===== src/rtl/riscv_pkg.sv =====
// Shared store-path definitions: funct3 store encodings, address-region nibbles,
// MMIO register addresses and the region decoder used by the store writer.
package riscv_pkg;

  localparam logic [2:0] F3_SB = 3'b000;
  localparam logic [2:0] F3_SH = 3'b001;
  localparam logic [2:0] F3_SW = 3'b010;

  localparam logic [3:0] DMEM      = 4'b0001;
  localparam logic [3:0] IMEM      = 4'b0010;
  localparam logic [3:0] DMEM_IMEM = 4'b0011;
  localparam logic [3:0] MMIO      = 4'b1000;
  localparam logic [3:0] BIOS_PC   = 4'b0100;

  localparam logic [31:0] UART_TX_ADDR = 32'h8000_0008;
  localparam logic [31:0] CTR_RST_ADDR = 32'h8000_0018;

  typedef struct packed {
    logic dmem;
    logic imem;
    logic mmio;
  } target_t;

  function automatic target_t decode_target(input logic [3:0] nib);
    target_t t;
    t = '0;
    case (nib)
      DMEM:      t.dmem = 1'b1;
      IMEM:      t.imem = 1'b1;
      DMEM_IMEM: begin
        t.dmem = 1'b1;
        t.imem = 1'b1;
      end
      MMIO:      t.mmio = 1'b1;
      default:   t = '0;
    endcase
    return t;
  endfunction

endpackage


===== src/rtl/store_align.sv =====
// Store lane aligner: turns funct3 and the byte offset into a byte-lane mask,
// lane-replicated write data, and flags for misaligned or unknown store widths.
module store_align
  import riscv_pkg::*;
(
  input  logic [2:0]  funct3,
  input  logic [1:0]  offset,
  input  logic [31:0] data,
  output logic [3:0]  mask,
  output logic [31:0] wdata,
  output logic        misaligned,
  output logic        illegal
);

  always_comb begin
    // NOTE: every output gets a default before the case so no path can infer a latch.
    mask       = 4'b0000;
    wdata      = data;
    misaligned = 1'b0;
    illegal    = 1'b0;
    case (funct3)
      F3_SB: begin
        mask  = 4'b0001 << offset;
        wdata = {4{data[7:0]}};
      end
      F3_SH: begin
        misaligned = offset[0];
        mask       = offset[0] ? 4'b0000 : (4'b0011 << offset);
        wdata      = {2{data[15:0]}};
      end
      F3_SW: begin
        misaligned = |offset;
        mask       = (|offset) ? 4'b0000 : 4'b1111;
      end
      default: illegal = 1'b1;
    endcase
  end

endmodule


===== src/rtl/store_writer.sv =====
// Store-side memory controller: decodes execute-stage stores into DMEM/IMEM lane
// writes and MMIO side effects, and owns the UART TX holding register and counters.
module store_writer
  import riscv_pkg::*;
#(
  parameter int DWIDTH = 32,
  parameter int MEM_AW = 14
) (
  input  logic              clk,
  input  logic              rst,
  input  logic              st_valid,
  input  logic [DWIDTH-1:0] st_addr,
  input  logic [DWIDTH-1:0] st_data,
  input  logic [2:0]        st_funct3,
  input  logic [3:0]        pc_top4,
  input  logic              inst_retire,
  output logic              stall,
  output logic [3:0]        dmem_we,
  output logic [3:0]        imem_we,
  output logic [MEM_AW-1:0] dmem_addr,
  output logic [MEM_AW-1:0] imem_addr,
  output logic [DWIDTH-1:0] dmem_din,
  output logic [DWIDTH-1:0] imem_din,
  output logic [7:0]        uart_tx_data,
  output logic              uart_tx_valid,
  input  logic              uart_tx_ready,
  output logic [DWIDTH-1:0] cycle_cnt,
  output logic [DWIDTH-1:0] inst_cnt,
  output logic              st_err
);

  logic [3:0]        lane_mask;
  logic [DWIDTH-1:0] lane_data;
  logic              misaligned;
  logic              illegal_op;

  store_align u_align (
    .funct3     (st_funct3),
    .offset     (st_addr[1:0]),
    .data       (st_data),
    .mask       (lane_mask),
    .wdata      (lane_data),
    .misaligned (misaligned),
    .illegal    (illegal_op)
  );

  target_t tgt;
  logic    st_ok;
  logic    uart_hit;
  logic    ctr_hit;
  logic    tx_consume;
  logic    tx_block;
  logic    tx_accept;

  logic              tx_valid_q, tx_valid_d;
  logic [7:0]        tx_data_q,  tx_data_d;
  logic [DWIDTH-1:0] cycle_q,    cycle_d;
  logic [DWIDTH-1:0] inst_q,     inst_d;
  logic              err_q,      err_d;

  // A UART store blocks only when the holding register is full and not draining.
  always_comb begin
    tgt        = decode_target(st_addr[DWIDTH-1 -: 4]);
    st_ok      = st_valid && !misaligned && !illegal_op;
    uart_hit   = st_ok && tgt.mmio && (st_addr == UART_TX_ADDR);
    ctr_hit    = st_ok && tgt.mmio && (st_addr == CTR_RST_ADDR);
    tx_consume = tx_valid_q && uart_tx_ready;
    tx_block   = uart_hit && tx_valid_q && !uart_tx_ready;
    tx_accept  = uart_hit && !tx_block;
  end

  always_comb begin
    stall     = 1'b0;
    dmem_we   = 4'b0000;
    imem_we   = 4'b0000;
    dmem_addr = '0;
    imem_addr = '0;
    dmem_din  = '0;
    imem_din  = '0;
    if (!rst) begin
      stall     = tx_block;
      dmem_addr = st_addr[MEM_AW+1:2];
      imem_addr = st_addr[MEM_AW+1:2];
      dmem_din  = lane_data;
      imem_din  = lane_data;
      if (st_ok && !tx_block) begin
        if (tgt.dmem) dmem_we = lane_mask;
        // IMEM is writable only while running out of the BIOS region.
        if (tgt.imem && (pc_top4 == BIOS_PC)) imem_we = lane_mask;
      end
    end
  end

  always_comb begin
    tx_valid_d = tx_valid_q;
    tx_data_d  = tx_data_q;
    if (tx_accept) begin
      tx_valid_d = 1'b1;
      tx_data_d  = st_data[7:0];
    end else if (tx_consume) begin
      tx_valid_d = 1'b0;
    end
    cycle_d = ctr_hit ? '0 : cycle_q + DWIDTH'(1);
    inst_d  = ctr_hit ? '0 : inst_q + DWIDTH'(inst_retire);
    err_d   = err_q | (st_valid && (misaligned || illegal_op));
  end

  // NOTE: sequential state uses non-blocking assignments so each flop samples pre-edge values.
  always_ff @(posedge clk) begin
    if (rst) begin
      tx_valid_q <= 1'b0;
      tx_data_q  <= '0;
      cycle_q    <= '0;
      inst_q     <= '0;
      err_q      <= 1'b0;
    end else begin
      tx_valid_q <= tx_valid_d;
      tx_data_q  <= tx_data_d;
      cycle_q    <= cycle_d;
      inst_q     <= inst_d;
      err_q      <= err_d;
    end
  end

  assign uart_tx_valid = tx_valid_q;
  assign uart_tx_data  = tx_data_q;
  assign cycle_cnt     = cycle_q;
  assign inst_cnt      = inst_q;
  assign st_err        = err_q;

endmodule


===== config.mk =====
export PLATFORM = sky130hd
export DESIGN_NAME = store_writer
export DESIGN_NICKNAME = d
export VERILOG_FILES = /design/src/rtl/riscv_pkg.sv /design/src/rtl/store_align.sv /design/src/rtl/store_writer.sv
export SDC_FILE = /design/constraint.sdc
export NUM_CORES = 1
export LEC_CHECK = 0
export BUFFER_PORTS_ARGS = -buffer_cell sky130_fd_sc_hd__buf_2
export CORE_MARGIN = 5
export CORE_UTILIZATION = 45
export CTS_CLUSTER_DIAMETER = 80
export DETAILED_ROUTE_END_ITERATION = 8
export HOLD_SLACK_MARGIN = 0.15
export PLACE_DENSITY = 0.9
export SYNTH_ARGS = -nofsm -noshare
export SYNTH_HDL_FRONTEND = slang
export SYNTH_HIERARCHICAL = 1
export SYNTH_SLANG_ARGS = --single-unit

===== constraint.sdc =====
create_clock -name clk -period 2.73 [get_ports clk]
set_input_delay 0.273 -clock clk [delete_from_list [all_inputs] [get_ports clk]]
set_output_delay 0.273 -clock clk [all_outputs]
set_load 0.005 [all_outputs]

# After elaboration in Yosys (flattened, before gate mapping)
# Cells that the tools add are included.
# op_classes
addsub	2
eq_ne	9
shifts	2
muxes	20
bitwise	1
n_reduce_logical	23
# op_table
operator	n
$eq 32x32->1 const B	2
$pmux 32 s2	1
$add 32x1->32	1
$add 32x1->32 const B	1
$mux 32	1
$mux 4	8
$mux 14	1
$logic_and 1x1->1	12
$pmux 4 s3	1
$eq 4x2->1 const B	2
$reduce_or 2->1	4
$mux 1	7
$eq 4x1->1 const B	1
$eq 4x3->1 const B	1
$eq 4x4->1 const B	1
$shl 1x2->4 const A	1
$shl 2x2->4 const A	1
$eq 3x1->1 const B	1
$eq 3x2->1 const B	1
$logic_not 1->1	3
$logic_not 3->1	1
$reduce_or 3->1	1
$pmux 1 s2	1
$reduce_bool 2->1	1
other kinds (2)	2
# totals
reg_bits	74
inputBits	76
out_inout_bits	175
elab_cells	62

# Depth between registers and ports, before layout
# Gate-level depths: netlist of run 1.
# depth
ltp_word	13
ltp_mapped	11
ltp_nobuf	8

# Modules after synthesis
# Netlist of run 1, hierarchy kept.
# modules_own_cells
module	instances	cells_per_inst	area_each_um2	seq_area_each_um2
store_writer	1	482	4006.3	1481.4
store_align	1	71	551.8	0.0

# Worst setup path after synthesis of run 1
# OpenSTA, ideal clock, no wires.
# synth_path
path_type	input to register
start	input port st_funct3[0]
end	register tx_data_q[0], in the netlist uart_tx_data[0]
setup_ns	0.128
arrival_time_ns	2.004
t_required_ns	2.602
slack_ns	0.598
stages	8
path_buffers	2
cell_sequence	buf_2 -> buf_4 -> a21o_1 -> nor3b_2 -> nand4_2 -> nor4_4 -> mux2i_1 -> nor2_1
# synth_between
elab_chain_len	11
word_cells_on_any_way	14
classes_between	eq/ne: 2; mux: 1; reduce/logical: 11
# synth_lines
element	line	rtl
start, declared	store_writer.sv:14	input logic [2:0] st_funct3,
$eq 3x2->1 or $eq 3x1->1 (tied branches)	store_align.sv:21	case (funct3)
$pmux 1 s2	store_align.sv:21	
$logic_not 1->1	store_writer.sv:64	st_ok = st_valid && !misaligned && !illegal_op;
$logic_and 1x1->1	store_writer.sv:64	
$logic_and 1x1->1 *	store_writer.sv:64	
$logic_and 1x1->1 * (2 in a row)	store_writer.sv:65	uart_hit = st_ok && tgt.mmio && (st_addr == UART_TX_ADDR);
$logic_and 1x1->1 (2 in a row)	store_writer.sv:68	tx_block = uart_hit && tx_valid_q && !uart_tx_ready;
$logic_not 1->1	store_writer.sv:69	tx_accept = uart_hit && !tx_block;
$logic_and 1x1->1 *	store_writer.sv:69	
end signal, assigned	store_writer.sv:118	tx_data_q <= tx_data_d;
end, declared	store_writer.sv:56	logic [7:0] tx_data_q, tx_data_d;
# Mark *: on every way between the ends. The rest lies on a longest branch, timed or not.
# A chain may end at the register's enable or synchronous reset.

# Worst setup path in the final report of run 1
# layout_path
start	input port st_funct3[1]
end	output port stall
# layout_between
elab_chain_len	10
word_cells_on_any_way	13
classes_between	eq/ne: 2; mux: 2; reduce/logical: 9
# layout_lines
element	line	rtl
$eq 3x2->1 or $eq 3x1->1 (tied branches)	store_align.sv:21	
$pmux 1 s2 *	store_align.sv:21	
via misaligned	store_writer.sv:34	logic misaligned;
$logic_not 1->1 *	store_writer.sv:64	
$logic_and 1x1->1 * (2 in a row)	store_writer.sv:64	
$logic_and 1x1->1 * (2 in a row)	store_writer.sv:65	
$logic_and 1x1->1 * (2 in a row)	store_writer.sv:68	
$mux 1 *	store_writer.sv:80	if (!rst) begin
end, declared	store_writer.sv:17	output logic stall,
# The timed path passes the listed nets; every way through them passes the cells marked *.

==> run summary, run 1 <==
In this run the vertical extent of the chip is 110.6 um. The run finished with clean final reports. The signal on the critical path passes through buf_2, nor2b_1, o21ai_0, a21oi_1, nor3b_2, nand4_1, or4_1, nor4_1, buf_4, buf_2. STA classifies the critical path startpoint as a primary input. The critical-path maximum fanout works out to 9. The multi-input combinational cells in the finished layout cover a total of 2536 um^2. Buffers inserted during clock tree synthesis total 9. Entering global routing, the biggest net connects 65 pins. Data arrival time at the worst-slack endpoint: 2.08 ns.

Pin slew with the least headroom to its limit: 0.8094 ns. The share of the cycle needed by the critical path after routing came out at 86.10%. The most numerous cell type found on the critical path is sky130_fd_sc_hd__buf_2. The tools report the clock skew after layout as 0.01264 ns. Synthesis produced 553 cells.

The number of fill cells in the layout is 883. TritonCTS built the clock tree. The library cell with the largest summed area after synthesis is sky130_fd_sc_hd__dfxtp_1. The initial antenna violation count came out at 0. The clock-pin transition on the worst setup and hold timing paths was 0.07 ns. For this run, design rule violations remaining after detail routing come to 0. In this design, the stage delay of the slowest critical-path cell is 0.42 ns.

Hold repair after CTS inserted 0 buffers. The tool flagged a number of max-cap violations equal to 0. The final antenna-violating net count is 0. Critical setup path kind: primary input to output pin. The number of different library cells used by synthesis comes to 39. The die is 110.6 um wide. The maximum buffer depth of the clock tree is 2. In the synthesized netlist the async set-or-reset flop fraction comes to 0%.

For this design the ratio of total power to cell area is 399.1 nW/um^2. Counting instances in the post-synthesis netlist gives the leading cell types as sky130_fd_sc_hd__nor2_1 (96), sky130_fd_sc_hd__dfxtp_1 (74), sky130_fd_sc_hd__buf_4 (56). After synthesis the cells add up to 4558 um^2. The path class of the tightest hold or removal check is primary input to flip-flop.

The clock tree synthesis step divided the H-tree into 3 levels. The final critical delay including setup and external delays came out at 2.351 ns. The worst register-to-register path has a setup slack of 0.79 ns.

Setup violations remaining at the end of the flow were counted as 0. The count of buffers added on input and output ports is 250. Across all layers, the routed design uses 4508 vias.

Synthesis warning total: 6. The total number of clock tree sinks was 74. Core region area: 9819 um^2. Among all stages on the critical path, the largest delay is contributed by sky130_fd_sc_hd__or4_1. After detailed routing, the total wire length is 14110 um.

In the final routed layout, each cell accounts on average for 15.92 um. The tools report the maximum operating frequency as 0.4254 GHz. The run gives 0 as the setup fix buffers added after clock tree synthesis.

For this run, the share of the core covered by cells in the final layout is 58.61%. The run gives 32.50% as the post-synthesis sequential area ratio. The tools report the site row count as 36. Sorting the synthesized cells by area gives the leading types as sky130_fd_sc_hd__dfxtp_1 (33%), sky130_fd_sc_hd__buf_4 (9.2%), sky130_fd_sc_hd__nor2_1 (7.9%). For this design the top-level I/O count stands at 251. For this run the aggregate overflow at the end of global routing stands at 0. The initial utilization of the core area, before any placement, comes to 46.42%.

The synthesized area per cell is 8.243 um^2, and the post-synthesis to final-layout area growth is 26.27%. The leakage dissipation came out at 0.002728 uW. The tools report the kind of end point of the critical path as an output pin. The run gives 12240 um^2 as the area of the die.

0 antenna diodes ended up in the layout. STA puts the critical path data required time at 2.46 ns. The total area of sequential cells is 1481 um^2, and the net count of the finished layout is 828. The number of synthesized register bits came out at 74.

The most common cell in the synthesized netlist is sky130_fd_sc_hd__nor2_1. The number of global-route vias before repair was 4302. The global-route wire length before repair was 22140 um.

Final-report hold violation count: 0. The post-cts gate resize count was 0. For the number of DRC violations after detailed-routing iteration 0, the log shows 276.

The number of synthesized flops with an enable pin was 0; the detailed placement HPWL was 11250 um. The dominant synthesized flop cell was sky130_fd_sc_hd__dfxtp_1. The run gives 46.04% as the max-slew headroom at the worst pin. The root buffer cell was sky130_fd_sc_hd__clkbuf_8. Synthesized net count: 632.

Global routing used 21.82% of the available tracks across all layers. Setup repair after global routing left no endpoint under its margin. At the end of routability-driven placement, the weighted congestion stood at 0.9436.

Ratio of routed vias to standard cells: 5.088. The logs give 0 for the number of pins exceeding their max-slew limit in the final report and 0.3220 mV for the maximum VDD drop. The area share of the largest cell type after synthesis came out at 32.50%. The first detailed-routing pass took 5 iterations. In the final layout, the share of cells above drive strength 1 is 40.37%. The clock latency on the worst-skew pair was 0.33 ns; the setup TNS was 0 ns.
## path summary, 6_finish.rpt
| kind | start | endpoint | cells past startpoint |
|---|---|---|---|
| min reg2reg | st_err | st_err | 2 |
| max reg2reg | inst_cnt[13] | inst_cnt[27] | 5 |
| min | st_valid | st_err | 3 |
| max | st_funct3[1] | stall | 10 |
## routing by layer
metal | global-route usage [%] | up-vias | share of wire, %
met5 | 0 | - | 0
met4 | 6.486 | 0 | 1.7
li1 | - | 2190 | -
met3 | 5.361 | 22 | 7.5
met2 | 38.15 | 197 | 50
met1 | 26.37 | 2099 | 41
## power by group
part           leakage, uW  switching, uW  internal (uW)
Clock             0.000101            394            467
Combinational      0.00203            177            165
Sequential        0.000597           7.02           1090
## stage by stage
stage,setup WS (ns),hold WS [ns],power [uW],instances,instance area (um^2)
after global placement,0.3151,0.4348,1453,871,5553
after floorplan,0.5985,0.4202,1339,553,4558
final,0.3794,0.2318,2297,886,5756
after CTS,0.2991,0.2234,2314,886,5756
after global routing,0.1421,0.2378,2401,886,5756
after detailed placement,0.3069,0.4471,1458,871,5553
## critical path, delay by kind of cell
| kind | cells | cell delay [ns] |
|---|---|---|
| and+or+nand+nor | 5 | 1.17 |
| AOI/OAI and AO/OA | 2 | 0.19 |
| buffers and inverters | 3 | 0.44 |
## area by class of cell
cell class                 instances  area share, %
sequential                        74          25.74
timing repair buffer             260          23.26
inverter                           8         0.5217
tap                              133          2.891
multi-input combinational        396          44.07
clock inverter                     4         0.8913
clock buffer                      11          2.630
## cell usage in the layout (no fill, tap or decap), types with 3 or more instances in the layout
cell                       count
sky130_fd_sc_hd__buf_4         9
sky130_fd_sc_hd__and2_1        9
sky130_fd_sc_hd__dfxtp_1      74
sky130_fd_sc_hd__nor2_1       96
sky130_fd_sc_hd__and4_1        6
sky130_fd_sc_hd__nand3_1      29
sky130_fd_sc_hd__xor2_1       37
sky130_fd_sc_hd__ha_1          3
sky130_fd_sc_hd__nand2_1      21
sky130_fd_sc_hd__nor2b_1      48
sky130_fd_sc_hd__nor4_1        9
sky130_fd_sc_hd__and3_1        8
sky130_fd_sc_hd__nand2b_1      4
sky130_fd_sc_hd__mux2i_1      16
sky130_fd_sc_hd__nor4_2        4
sky130_fd_sc_hd__nand4_1      23
sky130_fd_sc_hd__o21ai_0       4
sky130_fd_sc_hd__clkbuf_8     11
sky130_fd_sc_hd__mux2_2       16
sky130_fd_sc_hd__inv_1         8
sky130_fd_sc_hd__xnor2_1      22
sky130_fd_sc_hd__buf_2       250
sky130_fd_sc_hd__a21oi_1      14
sky130_fd_sc_hd__nor3_1        8
## cell families (layout without fill, tap and decap cells)
group,Yosys count,count (layout),synth area share [%]
flip-flops,74,74,32.50
AND/OR/NAND/NOR,280,280,33.30
XOR/XNOR,59,59,11.34
adder cells (fa/ha/maj),3,3,0.8236
AO/OA/AOI/OAI,22,22,2.690
buffers and inverters,83,283,11.89
multiplexers,32,32,7.466
## registers in the layout, summed over array words and instances (netlist names)
name and cells:
cycle_cnt 32, inst_cnt 32, uart_tx_data 8, st_err 1, uart_tx_valid 1
Power figures use the tool's default switching activity.
==> inputs of run 2 (changes only) <==
Settings changed: GPL_TIMING_DRIVEN set to 0, RECOVER_POWER set to 25.
==> run 2 against run 1 <==
Net effect: clock skew increased by 0.0010 ns; sequential share of layout area decreased by 1.4 points; register-to-register slack got worse by 0.11 ns; sequential power about the same; non-clock buffer count increased by 62; flip-flop and latch count unchanged; utilization increased by 3.5 points; final cell count increased by 7.1%; via count increased by 4.9%; design area increased by 5.9%; count of clock-buffer cells in the layout increased by 1; clock power decreased by 11%; critical endpoint unchanged; highest routed layer unchanged.
==> run summary, run 2 (synthesized netlist as in run 1, its figures left out) <==
The flow ran to the end, and the final reports show no timing, DRC or antenna violations. After clock tree synthesis, the clock-pin slew on the worst setup and hold paths is 0.07 ns. Power spread over the standard cell area amounts to 373.4 nW/um^2. The top cell types in the final layout, fill and taps aside, are sky130_fd_sc_hd__buf_2 (220), sky130_fd_sc_hd__nor2_1 (96), sky130_fd_sc_hd__dfxtp_1 (74). For this design, the slowest cell found on the critical path is sky130_fd_sc_hd__or4_1.

For the setup TNS, the log shows 0 ns. The sequential cells in the finished layout cover a total of 1481 um^2. The tool flagged a number of max-cap violations equal to 0. The kind of end point of the critical path was an output pin. For the worst setup path, the data arrival time is 2.11 ns. The internal portion of the total power is 1684 uW. The worst hold path was traced through 3 stages. The number of top-level design ports is 251, and the net count of the finished layout is 890. The tools report the total number of clock tree sinks as 74. For the area of the die, the log shows 12240 um^2.

The detail route stage leaves a number of antenna-violating nets equal to 0. Traced cell by cell, the critical path runs through buf_2, buf_4, a21o_1, nor3b_2, nand4_1, or4_1, nor4_1, buf_2. Leading cell type in the layout, fill and taps excluded: sky130_fd_sc_hd__buf_2. Initial antenna violation count: 0. The final critical delay including setup and external delays is 2.381 ns, and the setup fix buffers added after clock tree synthesis is 0.

The critical setup path kind was primary input to output pin. The run gives 0.2629 mV as the maximum VDD drop. Setup repair after global routing left no endpoint under its margin. The die span in y works out to 110.6 um. The total number of vias is 4728.

The routed design has 14600 um of wire. Clock tree synthesis selected as its root buffer the cell sky130_fd_sc_hd__clkbuf_8. The area used by multi-input combinational logic came out at 2535 um^2.

The logs give 0 for the final-report hold violation count and 12280 um for the detailed placement HPWL. Of the total power, registers draw 48.1%. The final number of setup-violating endpoints came out at 0.

The number of DRC violations after detailed-routing iteration 0 was 229. Combinational logic is responsible for 18.1% of the overall power. The run gives 2 as the maximum buffer depth of the clock tree. Post-cts gate resize count: 0. The detailed-route wire length per cell was 15.39 um. In this run switching power makes up 26.00% of total power. The number of pins exceeding their max-slew limit in the final report is 0, and the clock skew after layout is 0.01367 ns. The core region area was 9819 um^2. After detailed routing, the number of remaining DRC violations is 0. On the worst path, the slowest cell contributes a delay of 0.42 ns. 0 antenna diodes ended up in the layout. The number of fill cells in the layout was 882; the critical-path maximum fanout was 10. Measured in cells, the most critical reg-to-reg path has a length of 6. The share of the cycle needed by the critical path after routing was 87.22%; the clock latency on the worst-skew pair was 0.34 ns. At the pin with the least slew margin, the transition time is 0.8782 ns. The die is 110.6 um wide. For this design the static power due to leakage is 0.002832 uW. Entering global routing, the biggest net connects 13 pins.

TritonCTS built the clock tree. The ratio of routed vias to standard cells works out to 4.982. Counting stages on the worst path, the most repeated cell is sky130_fd_sc_hd__buf_2.

From synthesis to final layout, the design area changed by 33.74%. The worst pin sits at a relative slew slack of 41.01%. The first global-routing pass estimated 23620 um of wire.

The clock network burns 33.9% of the power. Based on the critical path, the design can be clocked at up to 0.4200 GHz. The analysis attributes to net switching a power of 591.7 uW.

Critical path launch point type: a primary input. The number of clock buffers added by TritonCTS is 9. For the weighted congestion at the end of routability-driven global placement, the log shows 0.9613. Setup slack closes at 0.3490 ns.

Global-route usage over all layers: 23.12%. The global route total overflow is 0. The share of cells above drive strength 1 is 39.22%, and the quantity of I/O buffers inserted on ports is 247. For the endpoint required time on the critical path, the log shows 2.46 ns. Tracing the worst setup path back leads to its startpoint at st_funct3[0]. In this run the critical register-to-register path is launched from cycle_cnt[0].

The number of global-route vias before repair was 4536. The number of iterations in the first detailed-routing pass was 5. In this run the core area contains 36 standard-cell rows. The initial utilization of the core area, before any placement, comes to 46.42%.

In this run the worst hold path is classified as primary input to flip-flop. Buffers inserted to repair hold after CTS numbered 0. At the placement stage, the worst setup path has a slack of 0.2945 ns. The H-tree was split into 3 levels. The source of the worst hold timing path is st_valid.
==> run 2: per-layer routing <==
| metal | part of all wire, % | vias up | track usage, % | wire [um] |
|---|---|---|---|---|
| met5 | 0 | - | 0 | 0 |
| met4 | 2.8 | 0 | 7.964 | 402 |
| met3 | 6.0 | 30 | 4.978 | 880 |
| met2 | 49 | 174 | 40.61 | 7182 |
| met1 | 42 | 2204 | 27.78 | 6139 |
| li1 | - | 2320 | - | - |
==> run 2: through the flow <==
step	hold WS (ns)	util [%]	instance area, um^2	instances	total power [uW]
6_report	0.2653	62.08	6096	949	2276
5_1_grt	0.2612	62.08	6096	949	2382
4_1_cts	0.2485	62.55	6142	949	2289
3_5_place_dp	0.4413	60.70	5961	933	1532
3_3_place_gp	0.4324	60.70	5961	933	1523
2_1_floorplan	0.4202	-	4558	553	1339
==> run 2: layout make-up <==
class | count | share of cell area [%]
multi-input combinational | 396 | 41.58
sequential | 74 | 24.30
timing repair buffer | 247 | 19.52
buffer | 75 | 8.395
tap | 133 | 2.730
clock buffer | 12 | 2.545
inverter | 8 | 0.4926
clock inverter | 4 | 0.4310
==> run 2: worst max-delay path: cells and delay by family <==
kind	cells	cell delay [ns]
simple gates	4	1.07
buf+inv	3	0.55
compound gates	1	0.22
==> run 2: power groups by stage <==
stage	Sequential [uW]	Clock (uW)	Combinational, uW
floorplan	1120	0	220
global placement	1120	0	405
detailed placement	1120	0	413
CTS	1090	781	415
global route	1100	836	450
finish	1090	771	412
==> run 2: final timing paths <==
check | to | slack (ns)
setup / recovery | stall | 0.35
hold / removal | st_err | 0.27
setup reg to reg | cycle_cnt[28] | 0.68
hold reg to reg | st_err | 0.45
==> inputs of run 3 (changes only) <==
Settings changed: SYNTH_HIERARCHICAL 1 to unset.
==> run 3 against run 2 <==
Net effect: sequential power about the same; die area down 0.52%; worst hold slack worse by 0.099 ns; synthesized area down 0.58%; count of clock-buffer cells in the layout unchanged; clock power up 29%; critical path depth unchanged; fmax up 2.0%; design area up 0.51%; worst setup slack better by 0.046 ns.
==> run summary, run 3 <==
The flow ran to the end, and the final reports show no timing, DRC or antenna violations. Measured on the finished design, the core utilization comes to 62.40%. Of the synthesized area, sequential elements account for 32.69%.

Number of pins exceeding their max-slew limit in the final report: 0. For the pin with the worst max-slew slack, the measured transition is 0.6838 ns. The maximum buffer depth of the clock tree came out at 2. Setup repair after global routing left no endpoint under its margin. The post-route cell area was 6127 um^2. The worst register-to-register path has a depth of 8. The destination of the worst hold path is st_err.

The logs give 5127 for the total number of vias and 0.4282 GHz for the maximum operating frequency. The tools report the number of maximum-capacitance violations as 0. Terminus of the critical flop-to-flop path: inst_cnt[20]. Synthesis produced a netlist with a net count of 645. The delay of the slowest cell on the worst path came out at 0.36 ns. Sorting the synthesized cells by how often they occur yields sky130_fd_sc_hd__dfxtp_1 (74), sky130_fd_sc_hd__a21oi_1 (54), sky130_fd_sc_hd__nor2_1 (51). The logs give 882 for the number of fill cells in the layout and 9819 um^2 for the core region area. The floorplan has 36 rows.

Post-CTS repair changed the size of 0 cells. The total buffers and inverters traversed by the critical path is 5, and the number of levels in the clock H-tree is 3. Setup fix buffers added after clock tree synthesis: 0. The depth of the critical timing path with buffers and inverters included came out at 8.

The ratio of routed vias to standard cells was 5.302. Walking the worst path, the cells encountered are clkbuf_1, or2_2, clkbuf_1, clkbuf_1, nand2_1, a21oi_1, buf_4, buf_2. For the final-report hold violation count, the log shows 0.

The run gives 12030 um as the detailed placement HPWL. Setup violations remaining at the end of the flow were counted as 0. The final layout contains routed wiring with a total length of 14990 um. Dividing the final minimum period by the clock period gives 85.55%. The initial antenna violation count came out at 3.

In this run, synthesis inferred 0 flip-flops with an integrated enable. In this run the tightest slew margin relative to its limit is 54.41%. The global-route usage over all layers came out at 23.43%. For the worst setup path, the data required time is 2.46 ns. Summed over all layers, the global routing overflow is 0. The cell area after placement is 5944 um^2, and the area share of the largest cell type after synthesis is 32.69%.

For this configuration, the core starts out at a cell density of 46.15%. Entering global routing, the biggest net connects 13 pins. Of the total power, combinational logic draws 15.6%. The slowest cell on the critical path is sky130_fd_sc_hd__clkbuf_1. The tools report the internal power contribution as 1870 uW.

Yosys attributes the largest share of cell area to sky130_fd_sc_hd__dfxtp_1 (33%), sky130_fd_sc_hd__buf_4 (7.8%), sky130_fd_sc_hd__a21oi_1 (6.0%). Among all cell types in the netlist, the one instantiated most often is sky130_fd_sc_hd__dfxtp_1. Library cell with the largest summed area after synthesis: sky130_fd_sc_hd__dfxtp_1. The congestion estimate from routability-driven global placement came to 0.9417. The first detailed-routing pass ran for 5 iterations. STA classifies the critical path endpoint as an output pin.

The synthesized area per cell works out to 8.007 um^2. In this run, the number of DRC markers left after iteration 0 of detailed routing was 316. The clock arrives with 0.009930 ns of skew.

Along the worst path, the maximum fanout reaches 10. The power per cell area was 404.0 nW/um^2. The analysis attributes to cell leakage a power of 0.002720 uW.

For this run, design rule violations remaining after detail routing come to 0. Data on the critical path arrives at its endpoint at 2.06 ns. For this design the top-level I/O count stands at 251. After detailed routing, the average wire length per cell comes to 15.50 um.

Subtracting the final worst setup slack from the clock period gives 2.335 ns. In the layout the commonest cells are sky130_fd_sc_hd__buf_2 (199), sky130_fd_sc_hd__clkbuf_1 (74), sky130_fd_sc_hd__dfxtp_1 (74). The clock-pin transition on the worst setup and hold timing paths came out at 0.07 ns. The most used flip-flop cell after synthesis is sky130_fd_sc_hd__dfxtp_1.

The share of synthesized registers carrying an async set or reset was 0%. The startpoint identified for the worst hold timing path is st_valid. The first global-routing pass estimated 22530 um of wire.

The number of distinct library cells after synthesis was 41. TritonCTS built the clock tree. Counting flops and latches in the post-synthesis netlist gives 74. The proportion of power drawn by the clock network was 40.1%.

The tools report the critical path launch point type as a primary input. The worst register-to-register path begins at inst_cnt[0]. Quantity of I/O buffers inserted on ports: 249. Grouping stages by cell kind, the critical path spends the most delay in buffers and inverters. Die extent in x: 110.4 um.

The leading cell type in the layout, fill and taps excluded is sky130_fd_sc_hd__buf_2. Measured along the y axis, the die boundary spans 110.4 um. Hold-fix buffer count after cts: 0. Per report_power, the sequential group accounts for 44.2% of the total. At the later pin of the worst-skew pair, clock insertion delay measures 0.36 ns. The cell repeated most along the worst path is sky130_fd_sc_hd__clkbuf_1. Critical setup path kind: primary input to output pin. The worst-case IR drop observed on VDD is 0.3432 mV. The worst hold path was traced through 3 stages.

After technology mapping, the gate count stands at 566. In this run the power spent charging and discharging nets is 605.0 uW. The cell area after synthesis was 4532 um^2; the switching fraction of total power was 24.44%. The CTS buffer count was 9; the net count of the finished layout was 905. The Yosys step of the flow raised 0 warnings. Once detail routing completed, the nets flagged for antenna violations numbered 0. The logs give 4626 for the number of global-route vias before repair and 0 ns for the setup TNS.

The die covers 12180 um^2. The share of cells above drive strength 1 was 33.69%; the slack of the worst reg-to-reg path was 0.43 ns. Post-synthesis to final-layout area growth: 35.20%.

The tightest min-delay check is of the primary input to flip-flop type. The clock net in this run drives a total of 74 sinks. The root buffer cell is sky130_fd_sc_hd__clkbuf_8.
==> run 3: changes by cell type after synthesis, moves of 9 or more <==
| cell | delta |
|---|---|
| sky130_fd_sc_hd__nor2_1 | -45 |
| sky130_fd_sc_hd__a21oi_1 | +40 |
| sky130_fd_sc_hd__or4_1 | +25 |
| sky130_fd_sc_hd__o31ai_1 | +23 |
| sky130_fd_sc_hd__nand2_1 | +21 |
| sky130_fd_sc_hd__xor2_1 | -19 |
| sky130_fd_sc_hd__nor2b_1 | -17 |
| sky130_fd_sc_hd__clkbuf_1 | +16 |
| sky130_fd_sc_hd__o21ai_0 | +15 |
| sky130_fd_sc_hd__xnor2_1 | -14 |
| sky130_fd_sc_hd__buf_2 | -10 |
| sky130_fd_sc_hd__buf_4 | -9 |
==> run 3: routing by layer <==
metal / track usage [%] / vias up / routed length [um]
li1: - / 2526 / -
met1: 26.90 / 2355 / 5736
met3: 6.232 / 29 / 1352
met2: 41.03 / 217 / 7514
met4: 9.763 / 0 / 383
met5: 0 / - / 0
==> run 3: per-stage QoR <==
| stage | hold WS, ns | setup WS [ns] | std cells | total power [uW] |
|---|---|---|---|---|
| final | 0.1668 | 0.3946 | 967 | 2475 |
| after floorplan | 0.4125 | 0.8283 | 566 | 1316 |
| after detailed placement | 0.4556 | 0.4355 | 948 | 1508 |
| after global placement | 0.4423 | 0.4662 | 948 | 1502 |
| after global routing | 0.1870 | 0.2444 | 967 | 2601 |
| after CTS | 0.1507 | 0.4260 | 964 | 2500 |
==> run 3: layout make-up <==
type	count	area, um^2	area share, %
Antenna cell	3	7.507	0.1225
Buffer	79	518.0	8.454
Clock buffer	12	165.2	2.696
Clock inverter	4	72.57	1.184
Inverter	8	30.03	0.4901
Multi-Input combinational cell	405	2502	40.84
Sequential cell	74	1481	24.18
Tap cell	133	166.4	2.716
Timing Repair Buffer	249	1184	19.32
==> run 3: worst max path at each step <==
stage | startpoint | end | slack [ns]
2_1_floorplan | inst_cnt[0] | inst_cnt[20] | 0.83
3_3_place_gp | st_funct3[2] | imem_din[16] | 0.47
3_5_place_dp | st_funct3[2] | imem_din[16] | 0.44
4_1_cts | st_funct3[2] | imem_din[16] | 0.43
5_1_grt | st_funct3[2] | imem_din[16] | 0.24
6_report | st_funct3[2] | imem_din[16] | 0.39
==> run 3: cells by family (layout without fill, tap and decap cells) <==
group,count (synthesis),after routing,synth area share (%)
multiplexers,17,17,3.976
AO/OA/AOI/OAI,112,112,14.77
flip-flops,74,74,32.69
adder cells (fa/ha/maj),3,3,0.8284
buffers and inverters,87,352,12.09
AND/OR/NAND/NOR,247,247,30.62
other,0,3,0
XOR/XNOR,26,26,5.025
==> run 3: tightest hold or removal path, cell delays in order <==
cell                      delay [ns]
sky130_fd_sc_hd__buf_2          0.09
sky130_fd_sc_hd__a21oi_1        0.05
sky130_fd_sc_hd__nor2_1         0.07
==> run 3: power groups by stage <==
stage	registers (uW)	clock network [uW]	logic, uW
global placement	1120	0	382
finish	1100	993	387
detailed placement	1120	0	388
floorplan	1120	0	197
global route	1100	1080	425
CTS	1090	1020	389
